===== config.mk =====
export PLATFORM = sky130hd
export DESIGN_NAME = stg_wb_fwd
export DESIGN_NICKNAME = d
export VERILOG_FILES = /design/src/rtl/stg_wb_fwd_pkg.sv /design/src/rtl/wb_fwd_hist.sv /design/src/rtl/stg_wb_fwd.sv
export SDC_FILE = /design/constraint.sdc
export NUM_CORES = 1
export LEC_CHECK = 0
export BUFFER_PORTS_ARGS = -buffer_cell sky130_fd_sc_hd__buf_2
export CELL_PAD_IN_SITES_DETAIL_PLACEMENT = 2
export CELL_PAD_IN_SITES_GLOBAL_PLACEMENT = 2
export CORE_ASPECT_RATIO = 1.5
export CORE_MARGIN = 2
export CORE_UTILIZATION = 27
export CTS_CLUSTER_SIZE = 25
export DETAILED_ROUTE_END_ITERATION = 8
export PLACE_DENSITY = 0.83
export SYNTH_ARGS = -nofsm -noshare
export SYNTH_HDL_FRONTEND = slang
export SYNTH_SLANG_ARGS = --single-unit

===== constraint.sdc =====
create_clock -name iw_clk -period 5.6 [get_ports iw_clk]
set_input_delay 0.28 -clock iw_clk [delete_from_list [all_inputs] [get_ports iw_clk]]
set_output_delay 0.28 -clock iw_clk [all_outputs]
set_load 0.01 [all_outputs]

===== src/rtl/stg_wb_fwd_pkg.sv =====
// Shared sizes and helpers for the writeback/forwarding stage.
package stg_wb_fwd_pkg;

  localparam int SIZE_ADDR     = 24;
  localparam int SIZE_DATA     = 24;
  localparam int SIZE_OPC      = 8;
  localparam int SIZE_TGT_GP   = 4;
  localparam int SIZE_TGT_SR   = 2;
  localparam int HIST_DEPTH_WB = 2;
  localparam int SIZE_RCNT     = 32;

  // Flush and stall both kill the commit; flush wins when both are set.
  function automatic logic commit_qual(input logic valid, input logic stall, input logic flush);
    return valid & ~flush & ~stall;
  endfunction

endpackage


===== src/rtl/wb_fwd_hist.sv =====
// Committed-write history (entry 0 newest) with a combinational
// priority lookup: current write first, then entry 0, 1, ...
module wb_fwd_hist
  import stg_wb_fwd_pkg::*;
#(
  parameter int IDX_W  = SIZE_TGT_GP,
  parameter int DATA_W = SIZE_DATA,
  parameter int DEPTH  = HIST_DEPTH_WB
) (
  input  logic              iw_clk,
  input  logic              iw_rst,
  input  logic              iw_shift,
  input  logic              iw_cur_we,
  input  logic [IDX_W-1:0]  iw_cur_idx,
  input  logic [DATA_W-1:0] iw_cur_data,
  input  logic [IDX_W-1:0]  iw_look_idx,
  output logic              ow_hit,
  output logic [DATA_W-1:0] ow_data
);

  logic              r_we   [DEPTH];
  logic [IDX_W-1:0]  r_idx  [DEPTH];
  logic [DATA_W-1:0] r_data [DEPTH];

  // Shift a new entry in on every commit, even one that writes nothing.
  always_ff @(posedge iw_clk or posedge iw_rst) begin
    if (iw_rst) begin
      for (int i = 0; i < DEPTH; i++) begin
        r_we[i]   <= 1'b0;
        r_idx[i]  <= '0;
        r_data[i] <= '0;
      end
    end else if (iw_shift) begin
      r_we[0]   <= iw_cur_we;
      r_idx[0]  <= iw_cur_idx;
      r_data[0] <= iw_cur_data;
      for (int i = 1; i < DEPTH; i++) begin
        r_we[i]   <= r_we[i-1];
        r_idx[i]  <= r_idx[i-1];
        r_data[i] <= r_data[i-1];
      end
    end
  end

  // Oldest first so that later (newer) matches override earlier ones.
  always_comb begin
    ow_hit  = 1'b0;
    ow_data = '0;
    for (int i = DEPTH - 1; i >= 0; i--) begin
      if (r_we[i] && (r_idx[i] == iw_look_idx)) begin
        ow_hit  = 1'b1;
        ow_data = r_data[i];
      end
    end
    if (iw_cur_we && (iw_cur_idx == iw_look_idx)) begin
      ow_hit  = 1'b1;
      ow_data = iw_cur_data;
    end
  end

endmodule


===== src/rtl/stg_wb_fwd.sv =====
// Writeback stage: regfile write ports, GP/SR forwarding history,
// trace latches and retire counter.
module stg_wb_fwd
  import stg_wb_fwd_pkg::*;
#(
  parameter int ADDR_W     = SIZE_ADDR,
  parameter int DATA_W     = SIZE_DATA,
  parameter int OPC_W      = SIZE_OPC,
  parameter int TGT_GP_W   = SIZE_TGT_GP,
  parameter int TGT_SR_W   = SIZE_TGT_SR,
  parameter int HIST_DEPTH = HIST_DEPTH_WB,
  parameter int RCNT_W     = SIZE_RCNT
) (
  input  logic                iw_clk,
  input  logic                iw_rst,
  input  logic                iw_valid,
  input  logic                iw_stall,
  input  logic                iw_flush,
  input  logic [ADDR_W-1:0]   iw_pc,
  input  logic [DATA_W-1:0]   iw_instr,
  input  logic [OPC_W-1:0]    iw_opc,
  input  logic [TGT_GP_W-1:0] iw_tgt_gp,
  input  logic                iw_tgt_gp_we,
  input  logic [TGT_SR_W-1:0] iw_tgt_sr,
  input  logic                iw_tgt_sr_we,
  input  logic [DATA_W-1:0]   iw_result,
  output logic [TGT_GP_W-1:0] ow_gp_write_addr,
  output logic [DATA_W-1:0]   ow_gp_write_data,
  output logic                ow_gp_write_enable,
  output logic [TGT_SR_W-1:0] ow_sr_write_addr,
  output logic [DATA_W-1:0]   ow_sr_write_data,
  output logic                ow_sr_write_enable,
  input  logic [TGT_GP_W-1:0] iw_fwd_gp_addr,
  output logic                ow_fwd_gp_hit,
  output logic [DATA_W-1:0]   ow_fwd_gp_data,
  input  logic [TGT_SR_W-1:0] iw_fwd_sr_addr,
  output logic                ow_fwd_sr_hit,
  output logic [DATA_W-1:0]   ow_fwd_sr_data,
  output logic                ow_valid,
  output logic [ADDR_W-1:0]   ow_pc,
  output logic [DATA_W-1:0]   ow_instr,
  output logic [OPC_W-1:0]    ow_opc,
  output logic [TGT_GP_W-1:0] ow_tgt_gp,
  output logic [TGT_SR_W-1:0] ow_tgt_sr,
  output logic [DATA_W-1:0]   ow_result,
  output logic [RCNT_W-1:0]   ow_retire_cnt
);

  logic w_commit;
  logic w_gp_we;
  logic w_sr_we;

  assign w_commit = commit_qual(iw_valid, iw_stall, iw_flush);
  assign w_gp_we  = w_commit & iw_tgt_gp_we;
  assign w_sr_we  = w_commit & iw_tgt_sr_we;

  assign ow_gp_write_addr   = iw_tgt_gp;
  assign ow_gp_write_data   = iw_result;
  assign ow_gp_write_enable = w_gp_we;
  assign ow_sr_write_addr   = iw_tgt_sr;
  assign ow_sr_write_data   = iw_result;
  assign ow_sr_write_enable = w_sr_we;

  wb_fwd_hist #(.IDX_W(TGT_GP_W), .DATA_W(DATA_W), .DEPTH(HIST_DEPTH)) u_hist_gp (
    .iw_clk      (iw_clk),
    .iw_rst      (iw_rst),
    .iw_shift    (w_commit),
    .iw_cur_we   (w_gp_we),
    .iw_cur_idx  (iw_tgt_gp),
    .iw_cur_data (iw_result),
    .iw_look_idx (iw_fwd_gp_addr),
    .ow_hit      (ow_fwd_gp_hit),
    .ow_data     (ow_fwd_gp_data)
  );

  wb_fwd_hist #(.IDX_W(TGT_SR_W), .DATA_W(DATA_W), .DEPTH(HIST_DEPTH)) u_hist_sr (
    .iw_clk      (iw_clk),
    .iw_rst      (iw_rst),
    .iw_shift    (w_commit),
    .iw_cur_we   (w_sr_we),
    .iw_cur_idx  (iw_tgt_sr),
    .iw_cur_data (iw_result),
    .iw_look_idx (iw_fwd_sr_addr),
    .ow_hit      (ow_fwd_sr_hit),
    .ow_data     (ow_fwd_sr_data)
  );

  logic                r_valid;
  logic [ADDR_W-1:0]   r_pc;
  logic [DATA_W-1:0]   r_instr;
  logic [OPC_W-1:0]    r_opc;
  logic [TGT_GP_W-1:0] r_tgt_gp;
  logic [TGT_SR_W-1:0] r_tgt_sr;
  logic [DATA_W-1:0]   r_result;
  logic [RCNT_W-1:0]   r_retire_cnt;

  // Trace latches: flag every cycle, payload only on commit; counter wraps.
  always_ff @(posedge iw_clk or posedge iw_rst) begin
    if (iw_rst) begin
      r_valid      <= 1'b0;
      r_pc         <= '0;
      r_instr      <= '0;
      r_opc        <= '0;
      r_tgt_gp     <= '0;
      r_tgt_sr     <= '0;
      r_result     <= '0;
      r_retire_cnt <= '0;
    end else begin
      r_valid <= w_commit;
      if (w_commit) begin
        r_pc         <= iw_pc;
        r_instr      <= iw_instr;
        r_opc        <= iw_opc;
        r_tgt_gp     <= iw_tgt_gp;
        r_tgt_sr     <= iw_tgt_sr;
        r_result     <= iw_result;
        r_retire_cnt <= r_retire_cnt + RCNT_W'(1);
      end
    end
  end

  assign ow_valid      = r_valid;
  assign ow_pc         = r_pc;
  assign ow_instr      = r_instr;
  assign ow_opc        = r_opc;
  assign ow_tgt_gp     = r_tgt_gp;
  assign ow_tgt_sr     = r_tgt_sr;
  assign ow_result     = r_result;
  assign ow_retire_cnt = r_retire_cnt;

endmodule


==> results.md <==
- The flow ran to the end, and the final reports show no timing, DRC or antenna violations.
- The detail route stage leaves a number of antenna-violating nets equal to 0.
- The share of the Yosys chip area taken by registers is 46.76%.
- After detailed routing, the number of vias per cell comes to 4.952.
- The clock skew is 0.004765 ns.
- The highest clock rate is 304.9 MHz.
- Summed over all layers, the global routing overflow is 0.
- The worst pin sits at a relative slew slack of 26.28%.
- The number of cell rows is 78.
- The category of the most critical setup path is reg -> out.
- Setup repair after global routing left no endpoint under its margin.
- The total area inside the core boundary comes to 0.03006 mm2.
- The first global-routing pass estimated 49,740 um of wire.
- The post-synthesis instance area is 0.008188 mm2.
- Counting the buffers created by CTS gives 17.
- The layout has 3,570 filler cells.
- The TritonCTS clock tree is yes.
- Across the VDD grid, the largest voltage drop is 209.7 uV.
- At the end of the flow, the number of nets in the layout was 1,274.
- The area added between synthesis and finish is 24.36%.
- The die is 146.2 um wide.
- The cell leakage power is 5.390 nW.
- The area share of the largest cell type after synthesis is 46.76%.
- In this run the mean area of a mapped cell was 8.502 um2.
- The synthesized design spends more area on one cell type than any other, namely dfrtp_1.
- Setup violations remaining at the end of the flow were counted as 0.
- Data on the critical path arrives at its endpoint at 3.00 ns.
- The share of the clock period used by the worst path after layout is 58.58%.
- The number of buffers on the longest clock path is 2.
- In this run the worst path has a maximum fanout of 49.
- The die covers 0.03176 mm2.
- The proportion of synthesized flip-flops having asynchronous set or reset is 100.0%.
- The post-route worst hold slack is 0.02588 ns.
- The initial antenna violation count was 1.
- Yosys printed 0 warnings.
- The type of destination of the critical path is a primary output.
- Before antenna repair, the detailed router went through 4 iterations.
- At the later pin of the worst-skew pair, clock insertion delay measures 0.44 ns.
- The cell count after synthesis came out at 963.
- After routing, the total negative slack on setup checks comes to 0 ns.
- The port buffer count is 323.
- The overall track demand over capacity in global routing is 19.95%.
- The H-tree depth is 4.
- The buffers inserted during post-CTS setup optimization is 0.
- In this run, placement finished with an instance count of 1,546.
- The average routed wire per standard cell is 19.64 um.
- In the post-synthesis netlist, the cell with the most instances is nand2_1.
- In this run, the number of DRC markers left after iteration 0 of detailed routing was 224.
- The count of unique library cells instantiated by Yosys is 32.
- The slew of the pin with the lowest slew margin is 1.100 ns.
- The type of the most critical hold path is in -> reg.
- By count the netlist is led by 267 x nand2_1, 153 x dfrtp_1, 84 x buf_4, 74 x o21ai_0, 61 x clkbuf_1.
- The number of max-cap violations is 0.
- The number of primary I/O pins is 324.
- Power spread over the standard cell area amounts to 327.7 mW/mm2.
- After clock tree synthesis, the clock-pin slew on the worst setup and hold paths is 0.06 ns.
- The post-route minimum period is 3.280 ns.
- The height of the die is 217.3 um.
- The share of layout cells above drive strength 1 is 31.51%.
- The congestion estimate from routability-driven global placement came to 0.7548.
- The setup slack on the worst flop-to-flop path is 3.47 ns.
- In the routed design, unresolved DRC markers number 0.
- The number of max-slew violations in the final report was 0.
- The non-filler instance count after layout is 1,588.
- STA puts the critical path data required time at 5.32 ns.
- The worst setup path is launched from a register.
- The largest net degree at the start of global routing is 90.
- In this run, synthesis produced a sequential element count of 153.
- The number of flops mapped to enable cells by yosys is 0.
- The wire length reported by the detailed router is 31,200 um.
- The number of global-route vias before repair is 8,687.
- The clock net sink count is 153.
- The cell chosen for the clock root is clkbuf_16.
- The post-synthesis net count is 1,063.
- The final number of hold-violating endpoints is 0.
- The total number of vias is 7,864.
- The initial utilization of the core area, before any placement, comes to 27.24%.
- The detailed placer's ending HPWL is 22,330 um.
- Sorting the synthesized cells by area gives the leading types as dfrtp_1 47%, nand2_1 12%, buf_4 7.7%, o21ai_0 4.5%, and3_1 4.2%.
- The predominant post-synthesis flop cell is dfrtp_1.
final cells by class:
type	count	area (um2)	share of cell area, %
clock inverters	11	122.6	1.204
clock buffers	21	450.4	4.424
inverters	30	120.1	1.180
flip-flops and latches	153	3829	37.60
diodes	1	2.502	0.02458
multi-input cells	631	3383	33.23
repair buffers	341	1774	17.42
well taps	400	500.5	4.915
cells in the final DEF, fill, tap and decap left out, types with 3 or more instances in the layout:
cell / synthesis / final
clkbuf_1: 61 / 3
buf_4: 84 / 9
nor2_1: 6 / 6
clkbuf_16: 0 / 17
clkinv_2: 0 / 3
clkinvlp_4: 0 / 4
nor4_1: 6 / 6
nand4_1: 12 / 12
or3_1: 24 / 24
o22a_1: 24 / 24
nand2_1: 267 / 267
o211ai_1: 25 / 25
a31oi_1: 24 / 24
nand3_1: 22 / 20
and4_1: 3 / 3
inv_1: 29 / 28
dfrtp_1: 153 / 153
xnor2_1: 37 / 36
o21ai_0: 74 / 74
buf_2: 3 / 323
nor3_1: 29 / 28
dlygate4sd3_1: 0 / 9
and3_1: 55 / 55
xor2_1: 11 / 11
worst paths after layout:
| kind | from | end | depth (start not counted) |
|---|---|---|---|
| worst max-delay path | u_hist_gp.r_idx[7]$_DFFE_PP0N_ | ow_fwd_gp_data[17] | 5 |
| worst min-delay path | iw_instr[2] | ow_instr[2]$_DFFE_PP0N_ | 3 |
| worst max register to register | ow_retire_cnt[4]$_DFFE_PP0N_ | ow_retire_cnt[31]$_DFFE_PP0N_ | 4 |
| worst min register to register | ow_instr[16]$_DFFE_PP0N_ | ow_instr[16]$_DFFE_PP0N_ | 2 |
| max in group asynchronous | iw_rst | ow_retire_cnt[0]$_DFFE_PP0N_ | 4 |
| min in group asynchronous | iw_rst | ow_instr[21]$_DFFE_PP0N_ | 3 |
metal layers:
| layer | vias to the layer above | GRT usage, % | part of all wire, % |
|---|---|---|---|
| met4 | 0 | 8.900 | 3.4 |
| li1 | 3563 | - | - |
| met5 | - | 0 | 0 |
| met3 | 59 | 4.591 | 5.2 |
| met2 | 254 | 36.43 | 53 |
| met1 | 3988 | 21.97 | 39 |
worst max-delay path, stage by stage, from the launching register on:
cell	delay [ns]
dfrtp_1	0.43
xnor2_1	0.22
nand3_2	0.75
or3_1	0.64
a31oi_1	0.29
buf_2	0.19
logic make-up after synthesis:
family / after synthesis / synth area share [%]
AND/OR/NAND/NOR: 433 / 24.25
buffers and inverters: 179 / 12.19
flip-flops: 153 / 46.76
AO/OA/AOI/OAI: 148 / 11.31
XOR/XNOR: 49 / 5.333
adder cells (fa/ha/maj): 1 / 0.1528
what timing repair did:
| item | 4_1_cts | 5_1_grt |
|---|---|---|
| hold buffers | 9 | 0 |
| resized for setup | 0 | 0 |
| endpoints found under the hold margin | 61 | 0 |
metrics by stage:
step	power [W]	worst slack, ns	util, %	cell area, um2
2_1_floorplan	0.001865	1.199	-	8188
3_3_place_gp	0.002153	2.593	31.66	9517
3_5_place_dp	0.002194	2.538	31.66	9517
4_1_cts	0.003390	2.285	33.87	10180
5_1_grt	0.003521	2.166	33.87	10180
6_report	0.003337	2.320	33.87	10180
sequential cells by signal, summed over array words and instances (netlist names):
name,cells
u_hist_sr.r_we,2
u_hist_gp.r_data,48
ow_valid,1
u_hist_sr.r_idx,4
ow_opc,8
ow_retire_cnt,32
u_hist_gp.r_we,2
u_hist_gp.r_idx,8
ow_pc,24
ow_instr,24
where the power goes:
part           total [W]  leakage [nW]  switching, W  internal (W)
clock network    0.00117         0.269      0.000501      0.000667
registers        0.00141          1.94      0.000134       0.00127
logic           0.000761          3.18      0.000489      0.000272
Note: power is estimated with default switching activity, not from simulation.
